==> src/rtl/hdmi_rx_decoder.sv <==
// hdmi_rx_decoder: three-lane TMDS receiver. Deserialises the red, green and
// blue lanes in the bit-clock domain, aligns the 10-bit word boundary from
// blue-lane control tokens and decodes each word back to RGB/blank/sync.
//
// Optional feature macro: TMDS_ERR_CNT_EN adds out_err_count, a saturating
// count of locked boundaries where the lanes disagree on control/data status.
//
// state     | meaning
// ----------+------------------------------------------------------------
// ST_HUNT   | searching; every non-token boundary slips the phase one bit
// ST_CHECK  | token seen; counting consecutive tokens at this boundary
// ST_LOCKED | aligned; decoding words, watching for loss of tokens
module hdmi_rx_decoder #(
  parameter int LOCK_COUNT    = 4,
  parameter int TIMEOUT_WORDS = 4096
) (
  input  logic        tmds_clk,
  input  logic        rst_n,
  input  logic        in_tmds_red,
  input  logic        in_tmds_green,
  input  logic        in_tmds_blue,
  output logic [7:0]  out_vga_red,
  output logic [7:0]  out_vga_green,
  output logic [7:0]  out_vga_blue,
  output logic        out_vga_blank,
  output logic        out_vga_hsync,
  output logic        out_vga_vsync,
  output logic        out_pixel_valid,
`ifdef TMDS_ERR_CNT_EN
  output logic [15:0] out_err_count,
`endif
  output logic        out_locked
);

  localparam logic [1:0] ST_HUNT   = 2'd0;
  localparam logic [1:0] ST_CHECK  = 2'd1;
  localparam logic [1:0] ST_LOCKED = 2'd2;

  localparam int CW = $clog2(LOCK_COUNT + 1);
  localparam int TW = $clog2(TIMEOUT_WORDS + 1);
  localparam logic [CW-1:0] LOCK_LAST    = CW'(LOCK_COUNT - 1);
  localparam logic [TW-1:0] TIMEOUT_LAST = TW'(TIMEOUT_WORDS - 1);

  localparam logic [9:0] TOK_00 = 10'b1101010100;
  localparam logic [9:0] TOK_01 = 10'b0010101011;
  localparam logic [9:0] TOK_10 = 10'b0101010100;
  localparam logic [9:0] TOK_11 = 10'b1010101011;

  function automatic logic is_ctrl(input logic [9:0] q);
    return (q == TOK_00) || (q == TOK_01) || (q == TOK_10) || (q == TOK_11);
  endfunction

  // {c1,c0} of a control token; only meaningful when is_ctrl(q)
  function automatic logic [1:0] ctrl_key(input logic [9:0] q);
    logic [1:0] k;
    k = 2'b00;
    if (q == TOK_01) k = 2'b01;
    if (q == TOK_10) k = 2'b10;
    if (q == TOK_11) k = 2'b11;
    return k;
  endfunction

  function automatic logic [7:0] tmds_data(input logic [9:0] q);
    logic [7:0] dp;
    logic [7:0] d;
    dp   = q[9] ? ~q[7:0] : q[7:0];
    d    = 8'h00;
    d[0] = dp[0];
    for (int i = 1; i < 8; i++) begin
      d[i] = q[8] ? (dp[i] ^ dp[i-1]) : ~(dp[i] ^ dp[i-1]);
    end
    return d;
  endfunction

  logic [9:0]    sr_r, sr_g, sr_b;
  logic [9:0]    word_r, word_g, word_b;
  logic          word_rdy;
  logic [3:0]    phase;
  logic [1:0]    state, state_nx;
  logic [CW-1:0] match_cnt, match_nx;
  logic [TW-1:0] to_cnt, to_nx;
  logic          slip;
  logic          strobe;
  logic          enter_hunt;
  logic          ctrl_r, ctrl_g, ctrl_b;
  logic [1:0]    key_b;

  assign ctrl_r = is_ctrl(word_r);
  assign ctrl_g = is_ctrl(word_g);
  assign ctrl_b = is_ctrl(word_b);
  assign key_b  = ctrl_key(word_b);
  assign out_locked = (state == ST_LOCKED);

  // Shift all lanes LSB first; capture the words at phase 9.
  always_ff @(posedge tmds_clk or negedge rst_n) begin
    if (!rst_n) begin
      sr_r     <= '0;
      sr_g     <= '0;
      sr_b     <= '0;
      word_r   <= '0;
      word_g   <= '0;
      word_b   <= '0;
      word_rdy <= 1'b0;
    end else begin
      sr_r     <= {in_tmds_red,   sr_r[9:1]};
      sr_g     <= {in_tmds_green, sr_g[9:1]};
      sr_b     <= {in_tmds_blue,  sr_b[9:1]};
      word_rdy <= (phase == 4'd9);
      if (phase == 4'd9) begin
        word_r <= {in_tmds_red,   sr_r[9:1]};
        word_g <= {in_tmds_green, sr_g[9:1]};
        word_b <= {in_tmds_blue,  sr_b[9:1]};
      end
    end
  end

  // Phase counter; a slip holds it at 0 one extra cycle (the evaluation
  // cycle always sits at phase 0).
  always_ff @(posedge tmds_clk or negedge rst_n) begin
    if (!rst_n) begin
      phase <= 4'd0;
    end else if (phase == 4'd9) begin
      phase <= 4'd0;
    end else if (!slip) begin
      phase <= phase + 4'd1;
    end
  end

  // Alignment FSM next-state, evaluated the cycle after each boundary.
  always_comb begin
    state_nx   = state;
    match_nx   = match_cnt;
    to_nx      = to_cnt;
    slip       = 1'b0;
    strobe     = 1'b0;
    enter_hunt = 1'b0;
    if (word_rdy) begin
      case (state)
        ST_HUNT: begin
          if (ctrl_b) begin
            state_nx = ST_CHECK;
            match_nx = CW'(1);
          end else begin
            slip = 1'b1;
          end
        end
        ST_CHECK: begin
          if (ctrl_b) begin
            if (match_cnt == LOCK_LAST) begin
              state_nx = ST_LOCKED;
              strobe   = 1'b1;
              to_nx    = '0;
            end else begin
              match_nx = match_cnt + CW'(1);
            end
          end else begin
            slip       = 1'b1;
            state_nx   = ST_HUNT;
            match_nx   = '0;
            enter_hunt = 1'b1;
          end
        end
        ST_LOCKED: begin
          strobe = 1'b1;
          if (ctrl_b) begin
            to_nx = '0;
          end else if (to_cnt == TIMEOUT_LAST) begin
            state_nx   = ST_HUNT;
            to_nx      = '0;
            match_nx   = '0;
            enter_hunt = 1'b1;
          end else begin
            to_nx = to_cnt + TW'(1);
          end
        end
        default: begin
          state_nx   = ST_HUNT;
          match_nx   = '0;
          to_nx      = '0;
          enter_hunt = 1'b1;
        end
      endcase
    end
  end

  // FSM state and counters.
  always_ff @(posedge tmds_clk or negedge rst_n) begin
    if (!rst_n) begin
      state     <= ST_HUNT;
      match_cnt <= '0;
      to_cnt    <= '0;
    end else begin
      state     <= state_nx;
      match_cnt <= match_nx;
      to_cnt    <= to_nx;
    end
  end

  // Decoded outputs; updated only on a strobe, held otherwise.
  always_ff @(posedge tmds_clk or negedge rst_n) begin
    if (!rst_n) begin
      out_vga_red     <= 8'h00;
      out_vga_green   <= 8'h00;
      out_vga_blue    <= 8'h00;
      out_vga_blank   <= 1'b1;
      out_vga_hsync   <= 1'b0;
      out_vga_vsync   <= 1'b0;
      out_pixel_valid <= 1'b0;
    end else begin
      out_pixel_valid <= strobe;
      if (strobe) begin
        if (ctrl_b) begin
          out_vga_red   <= 8'h00;
          out_vga_green <= 8'h00;
          out_vga_blue  <= 8'h00;
          out_vga_blank <= 1'b1;
          out_vga_hsync <= key_b[0];
          out_vga_vsync <= key_b[1];
        end else begin
          out_vga_red   <= tmds_data(word_r);
          out_vga_green <= tmds_data(word_g);
          out_vga_blue  <= tmds_data(word_b);
          out_vga_blank <= 1'b0;
        end
      end
    end
  end

`ifdef TMDS_ERR_CNT_EN
  // Lane-disagreement counter; saturates, cleared on every return to hunt.
  always_ff @(posedge tmds_clk or negedge rst_n) begin
    if (!rst_n) begin
      out_err_count <= 16'h0000;
    end else if (enter_hunt) begin
      out_err_count <= 16'h0000;
    end else if (word_rdy && (state == ST_LOCKED) &&
                 ((ctrl_b != ctrl_r) || (ctrl_b != ctrl_g)) &&
                 (out_err_count != 16'hFFFF)) begin
      out_err_count <= out_err_count + 16'h0001;
    end
  end
`endif

endmodule

==> config.mk <==
export PLATFORM = sky130hd
export DESIGN_NAME = hdmi_rx_decoder
export DESIGN_NICKNAME = d
export VERILOG_FILES = /design/src/rtl/hdmi_rx_decoder.sv
export SDC_FILE = /design/constraint.sdc
export NUM_CORES = 1
export LEC_CHECK = 0
export CAP_MARGIN = 20
export CORE_UTILIZATION = 58
export DETAILED_ROUTE_END_ITERATION = 6
export GPL_ROUTABILITY_DRIVEN = 1
export PLACE_DENSITY_LB_ADDON = 0.08
export SLEW_MARGIN = 20
export SYNTH_ARGS = -nofsm -noshare
export SYNTH_HDL_FRONTEND = slang
export SYNTH_SLANG_ARGS = --single-unit
==> constraint.sdc <==
create_clock -name tmds_clk -period 2.7 [get_ports tmds_clk]
set_input_delay 0.405 -clock tmds_clk [delete_from_list [all_inputs] [get_ports tmds_clk]]
set_output_delay 0.405 -clock tmds_clk [all_outputs]
set_load 0.05 [all_outputs]
# Word-level counts from Yosys, hierarchy flattened
# Cells that the tools add are included.
[classes] n_bitwise=46 n_shift=0 muxes=57 div=0 reduce_logical=9 n_mul=0 addsub=3 n_eq_ne=17 n_lt_le_gt_ge=0
[op_table] operator="2-to-1 mux 13 bit" count=4
[op_table] operator="2-to-1 mux 8 bit" count=6
[op_table] operator="one-hot mux 13 bit (3 select lines)" count=1
[op_table] operator="2-to-1 mux 1 bit" count=29
[op_table] operator="NOT 8 bit" count=3
[op_table] operator="NOT 1 bit" count=22
[op_table] operator="XOR 1 bit" count=21
[op_table] operator="== test 10 bit, second input constant" count=2
[op_table] operator="2-to-1 mux 3 bit" count=5
[op_table] operator="2-to-1 mux 2 bit" count=7
[op_table] operator="adder 13 x 1 -> 13 bit, second input constant" count=1
[op_table] operator="== test 13 x 12 -> 1 bit, second input constant" count=1
[op_table] operator="== test 10 x 8 -> 1 bit, second input constant" count=1
[op_table] operator="== test 10 x 9 -> 1 bit, second input constant" count=1
[op_table] operator="AND reduction 5 bit" count=2
[op_table] operator="one-hot mux 3 bit (3 select lines)" count=1
[op_table] operator="2-to-1 mux 4 bit" count=2
[op_table] operator="inequality test 2 bit, second input constant" count=4
[op_table] operator="inequality test 3 bit, second input constant" count=2
[op_table] operator="one-hot mux 2 bit (3 select lines)" count=1
[op_table] operator="adder 4 x 1 -> 4 bit, second input constant" count=1
[op_table] operator="== test 4 bit, second input constant" count=1
[op_table] operator="inequality test 2 x 1 -> 1 bit, second input constant" count=2
[op_table] operator="AND reduction 4 bit" count=1
[op_table] operator="other kinds (9)" count=11
[totals] rom_bits=0 output_inout_bits=29 input_bits=5 mem_bits_rw=0 n_memories=0 register_bits=111 latchBits=0

# Logic depth before layout (Yosys ltp)
[depth] ltp_word=9 depth_mapped=9 ltp_nobuf=7

# Worst setup path after synthesis
# OpenSTA, ideal clock, no wires.
[synth_path] path_kind="register to register" start="register state[0]" end="register out_vga_blue[5]" t_arrival_ns=2.180 setup_time_ns=0.067 slack_ns=0.453 stages_incl_launch_ff=7 path_cell_list="dfrtp_1 > inv_1 > ha_1 > inv_1 > nor4_2 > clkbuf_1 > a22o_1"
[synth_between] elab_chain_cells=3 word_cells_on_any_way=4 cone_classes="eq/ne: 2; mux: 2"
[synth_rtl] element="start, declared" line_no="79" text="logic [1:0] state, state_nx;"
[synth_rtl] element="start signal, assigned" line_no="193" text="state <= state_nx;"
[synth_rtl] element="== test 2 bit"
[synth_rtl] element="net out_locked" line_no="32" text="output logic out_locked"
[synth_rtl] element="one-hot mux 1 bit (2 select lines)" line_no="138" text="case (state)"
[synth_rtl] element="2-to-1 mux 1 bit" line_no="137" text="if (word_rdy) begin"
[synth_rtl] element="end signal, assigned" line_no="222" text="out_vga_blue <= tmds_data(word_b);"
[synth_rtl] element="end, declared" line_no="24" text="output logic [7:0] out_vga_blue,"
# The timed path passes the listed nets, and every way through them passes these cells.
# A chain may end at the register's enable or synchronous reset.

# Worst setup path in the final report
[layout_path] start="register state[0]" end="output out_locked"
[layout_between] elab_chain_cells=1
[layout_rtl] element="== test 2 bit" line_no="92" text="assign out_locked = (state == ST_LOCKED);"
[layout_rtl] element="end, declared" line_no="32"
# Every way passes these cells.

==> metrics.yaml <==
die-width_um: 92.5
vias_per_cell: 5.90
cts_sinks: 108
synthDominantCellAreaShare_pct: 56.3
ctsHoldBuffers: 0
ys.flop_type: "dfrtp_1"
drv_slew: 0
grt_overflow: 0
ys_ff_latch: 108
grt_use_met3_pct: 3.53
synth_edf_count: 0
drt_iter0_drc: 118
synth_area_um2: 4750
final_area_um2: 5450
critPathLaunchType: "flip-flop"
fill_cells: 561
seq_power_share_pct: 49.4
drive_gt1_share_pct: 16.7
synthArstFlopShare_pct: 100
switchingPower_w: 0.00142
antenna_found_initial: 0
cts_htree_levels: 3
clk_latency_ns: 0.36
fin_worst_skew_ns: 0.0129
leakagePower_nw: 2.25
grt_pass1_vias: 3033
rows: 32
tns_ns: 0
power.internal_w: 0.00315
die-height_um: 92.5
synth.net_count: 399
place_congestion: 0.845
outcome: "complete, no violations"
reg2reg_setup_slack_ns: 0.33
cp_max_fo: 6
dieArea_um2: 8560
switching_share_pct: 31.0
start_util_pct: 60.9
core-area_um2: 7810
cts_setup_buffers: 0
cts_buffers: 9
worst_slew_pin_slew_ns: 0.667
synthCells: 388
synthToLayoutAreaGrowth_pct: 14.7
grt_use_met1_pct: 32.0
port_buffers: 33
grt_start_max_net_pins: 53
p_clk_share_pct: 24.3
busiest_layer: "met2"
yosysTopAreaCell: "dfrtp_1"
fin_crit_ns: 2.44
p_per_area_nw_per_um2: 839
wl_per_cell_um: 16.9
dp_slack_ns: 0.384
rsz0062_at_grt: "no"
fin_crit_sh_pct: 90.3
grt_pass1_wl_mm: 15.2
nNetsFinal: 432
path_cells: "inv_1 > ha_1 > clkdlybuf4s50_1"
first_pass_iters: 4
whs_ns: 0.0651
drv_cap: 0
placed_cell_area_um2: 5220
io_pins: 34
critPathMaxStageDelay_ns: 0.86
dr_total_vias: 3114
use_met2_pct: 37.2
maxSlewHeadroom_pct: 55.6
drcViolationCount: 0
hp-class: "in2async"
max_clock_freq_ghz: 0.410
worstPathArrival_ns: 2.03
crit_slowest_cell: "clkdlybuf4s50_1"
synth_most_common_cell: "dfrtp_1"
path_clk_slew_ns: 0.11
synth_common_cells: "dfrtp_1 (107), mux2_2 (31), a22o_1 (24)"
postRouteWirelength_mm: 8.90
hold_violations: 0
yosysSeqAreaShare_pct: 56.9
crit_required_ns: 2.30
peakVddDrop_mv: 0.607
post_cts_resized: 0
end_kind: "output pin"
critPathKind: "reg2out"
cts.root.buffer_cell: "clkbuf_8"
cts_tree: "built"
ys.warnings.count: 0
setup_violations: 0
synth.distinct_cells: 61
ys_top_cells_by_area: "dfrtp_1 (56%), mux2_2 (7.3%), a22o_1 (4.4%), xnor2_1 (4.1%), xor2_1 (2.8%)"
power_w: 0.00457
clockBufferDepth: 2
place_hpwl_mm: 5.89
pwr-share-comb_pct: 26.3
ant_nets: 0
syn_avg_cell_area_um2: 12.2
setup_slack_ns: 0.261
diodes: 0
grt_usage_pct: 22.8
## layer usage
| layer | part of all wire (%) | up-vias |
|---|---|---|
| met5 | 0 | - |
| met3 | 2.9 | 11 |
| li1 | - | 1492 |
| met4 | 1.2 | 0 |
| met1 | 48 | 1561 |
| met2 | 48 | 50 |
## power by group through the flow
stage / combinational (W) / sequential [W] / clock [W]
after floorplan: 0.00111 / 0.00215 / 0
after global placement: 0.00119 / 0.00228 / 0
after detailed placement: 0.00121 / 0.00230 / 0
after CTS: 0.00123 / 0.00226 / 0.00113
after global routing: 0.00133 / 0.00231 / 0.00120
final: 0.00120 / 0.00226 / 0.00111
## worst paths after layout
| check | start | to | depth (start not counted) |
|---|---|---|---|
| max reg2reg | word_b[8] | to_cnt[3] | 5 |
| min in group tmds_clk | sr_g[6] | sr_g[5] | 0 |
| min | rst_n | phase[1] | 1 |
| min reg2reg | sr_g[6] | sr_g[5] | 0 |
| max in group asynchronous | rst_n | out_vga_blank | 2 |
| max | state[0] | out_locked | 3 |
## worst max-delay path, delay by kind of cell (launching register included)
kind	cells	cell delay, ns
buf+inv	2	0.95
fa+ha+maj	1	0.31
flops	1	0.42
## flip-flops by register name, summed over array words and instances, names as in the netlist, 2 cells and up
| register | flops |
|---|---|
| word_g | 10 |
| word_b | 10 |
| sr_g | 9 |
| out_vga_green | 8 |
| match_cnt | 3 |
| sr_r | 9 |
| out_vga_blue | 8 |
| out_vga_red | 8 |
| to_cnt | 13 |
| word_r | 10 |
| phase | 4 |
| sr_b | 9 |
| state | 2 |
## area by class of cell
type                            instances  area, µm²  share of cell area [%]
Clock buffer                            9        124                    2.27
Clock inverter                          7        110                    2.02
Inverter                               13       48.8                   0.895
Multi-Input combinational cell        246       1910                    35.0
Sequential cell                       108       2700                    49.6
Tap cell                              102        128                    2.34
Timing Repair Buffer                   43        428                    7.85
## cell families after synthesis
| kind of cell | Yosys count | synth area share [%] |
|---|---|---|
| multiplexers | 32 | 7.56 |
| buffers and inverters | 34 | 3.45 |
| flip-flops | 108 | 56.9 |
| XOR/XNOR | 37 | 6.82 |
| adder cells (fa/ha/maj) | 6 | 1.58 |
| AND/OR/NAND/NOR | 83 | 9.95 |
| AO/OA/AOI/OAI | 88 | 13.7 |
## cells in the final DEF, fill, tap and decap left out, drive strengths merged, types with 9 or more instances in the layout
master / count
dfrtp: 107
clkdlybuf4s50: 32
mux2: 31
a22o: 24
xnor2: 22
a21oi: 19
nand3: 15
xor2: 15
inv: 15
nand2: 11
nor3: 11
buf: 11
nor2: 10
clkbuf: 9
a31oi: 9
## through the flow
stage | util, % | cells
4_1_cts | 69.8 | 528
5_1_grt | 69.8 | 528
3_5_place_dp | 66.8 | 512
3_3_place_gp | 66.8 | 512
2_1_floorplan | - | 388
6_report | 69.8 | 528
Note: power is estimated with default switching activity, not from simulation.
==> edit, RTL diff (same flow settings) <==
Set the parameter `LOCK_COUNT` to 8 (it was 4).
--- a/src/rtl/hdmi_rx_decoder.sv
+++ b/src/rtl/hdmi_rx_decoder.sv
@@ -13,3 +13,3 @@
 module hdmi_rx_decoder #(
-  parameter int LOCK_COUNT    = 4,
+  parameter int LOCK_COUNT    = 8,
   parameter int TIMEOUT_WORDS = 4096
Function: same outputs for any inputs over 10 cycles, from zero or initial values and one cycle with rst_n low; that may be too few to reach the edited logic, so the function may still have changed.
==> edit against the original RTL <==
Non-clock buffer count up 5. Setup slack worse by 0.12 ns. Sequential cell count up 1. Power up 4.5%. Maximum frequency down 4.8%. Wire length up 2.0%. Critical endpoint unchanged. Design area up 1.4%. First-iteration DRC count up 37%. Final cell count up 5.3%. Area after synthesis up 1.6%.
==> edit: results (changes against the original RTL) <==
| Metric | Value |
|---|---|
| Worst VDD drop | 0.669 mV (+10%) |
| Detailed placement HPWL | 6200 microns (+5.2%) |
| Nets | 459 (+6.3%) |
| Die ar. | 8690 sq um (+1.5%) |
| Leak Pwr | 2.53 nW (+13%) |
| P_int | 3.20 mW (+1.4%) |
| Fraction of area in multi-input gates | 35.5% (+0.50 points) |
| Overall power | 4.78 mW (+4.5%) |
| Buffer share of cell area | 8.24% (+0.39 points) |
| Synth Area in Adders | 1.30% (-0.28 points) |
| Clk cell area share | 3.71% (-0.58 points) |
| GPL Wtd Cong | 0.911 (+7.9%) |
| Crit path max fanout | 10 (+4) |
| CTS sink cnt | 109 (+0.93%) |
| Slew @ Worst Pin | 0.557 ns (-0.110 ns) |
| Mux contribution to synthesized area | 7.91% (+0.35 points) |
| Reg2Reg Depth | 6 (+1) |
| Total global-route track usage | 23.1% (+0.27 points) |
| Largest net degree at the start of global routing | 57 (+7.5%) |
| #MultiIn Comb | 268 (+8.9%) |
| Hold WS | 0.372 ns (+0.306 ns) |
| Non-Filler Instances | 556 (+5.3%) |
| Seq area share | 49.4% (-0.25 points) |
| Data arrival, critical path | 2.16 ns (+0.13 ns) |
| Vias in the first global route | 3,204 (+5.6%) |
| Max Clock Skew | 0.00750 ns (-0.00545 ns) |
| Run status | complete, no violations |
| Avg Cell Area, Syn | 11.7 sq um (-4.1%) |
| Synth cell count leaders | 108 x dfrtp_1, 33 x xnor2_1, 32 x mux2_2 |
| Vias per inst | 5.88 (-0.22%) |
| Netlist cell types | 57 (-6.6%) |
| Synth top area cells | dfrtp_1 56%, mux2_2 7.5%, xnor2_1 6.0% |
| Initial detailed-routing violation count | 162 (+37%) |
| HP Class | flip-flop to flip-flop |
| Register area share after synthesis | 56.5% (-0.35 points) |
| Dpl ws | 0.383 ns (-0.00142 ns) |
| Layout cells sized above 1 | 15.9% (-0.81 points) |
| Fmax | 390 MHz (-4.8%) |
| Cells after DPL | 539 (+5.3%) |
| Clock Buffer Count | 10 (+1) |
==> edit: changes by cell type in the layout (fill, tap and decap cells not counted), sizes merged, moves of 8 or more <==
cell and delta:
a21o +19, a21oi -8, a22o -21, nand2 +14, nor3 +16, o21ai +10
xnor2 +11, xor2 -13
==> edit: worst max-delay path, stage by stage, from the launching register on <==
cell	delay [ns]
dfrtp_1	0.42
inv_1	0.09
ha_1	0.40
clkdlybuf4s50_1	0.88
==> edit: what timing repair did <==
action	CTS	global route
resized for setup	0	0
hold buffers	1	0
hold endpoints to repair	15	0
==> edit: cells by family (layout without fill, tap and decap cells) <==
group,after synthesis,in the layout
buffers and inverters,34,77
muxes,34,34
AOI/OAI and AO/OA,85,85
adders and majority gates,5,5
and+or+nand+nor,109,109
xor gates and xnor gates,35,35
DFF,109,109
==> edit: layer usage <==
metal  vias up  global-route usage [%]  part of all wire, %
li1       1546                       -                    -
met1      1647                    33.3                   49
met2        67                    34.8                   46
met3        12                    3.90                  3.6
met4         0                    9.74                  1.6
met5         -                       0                    0
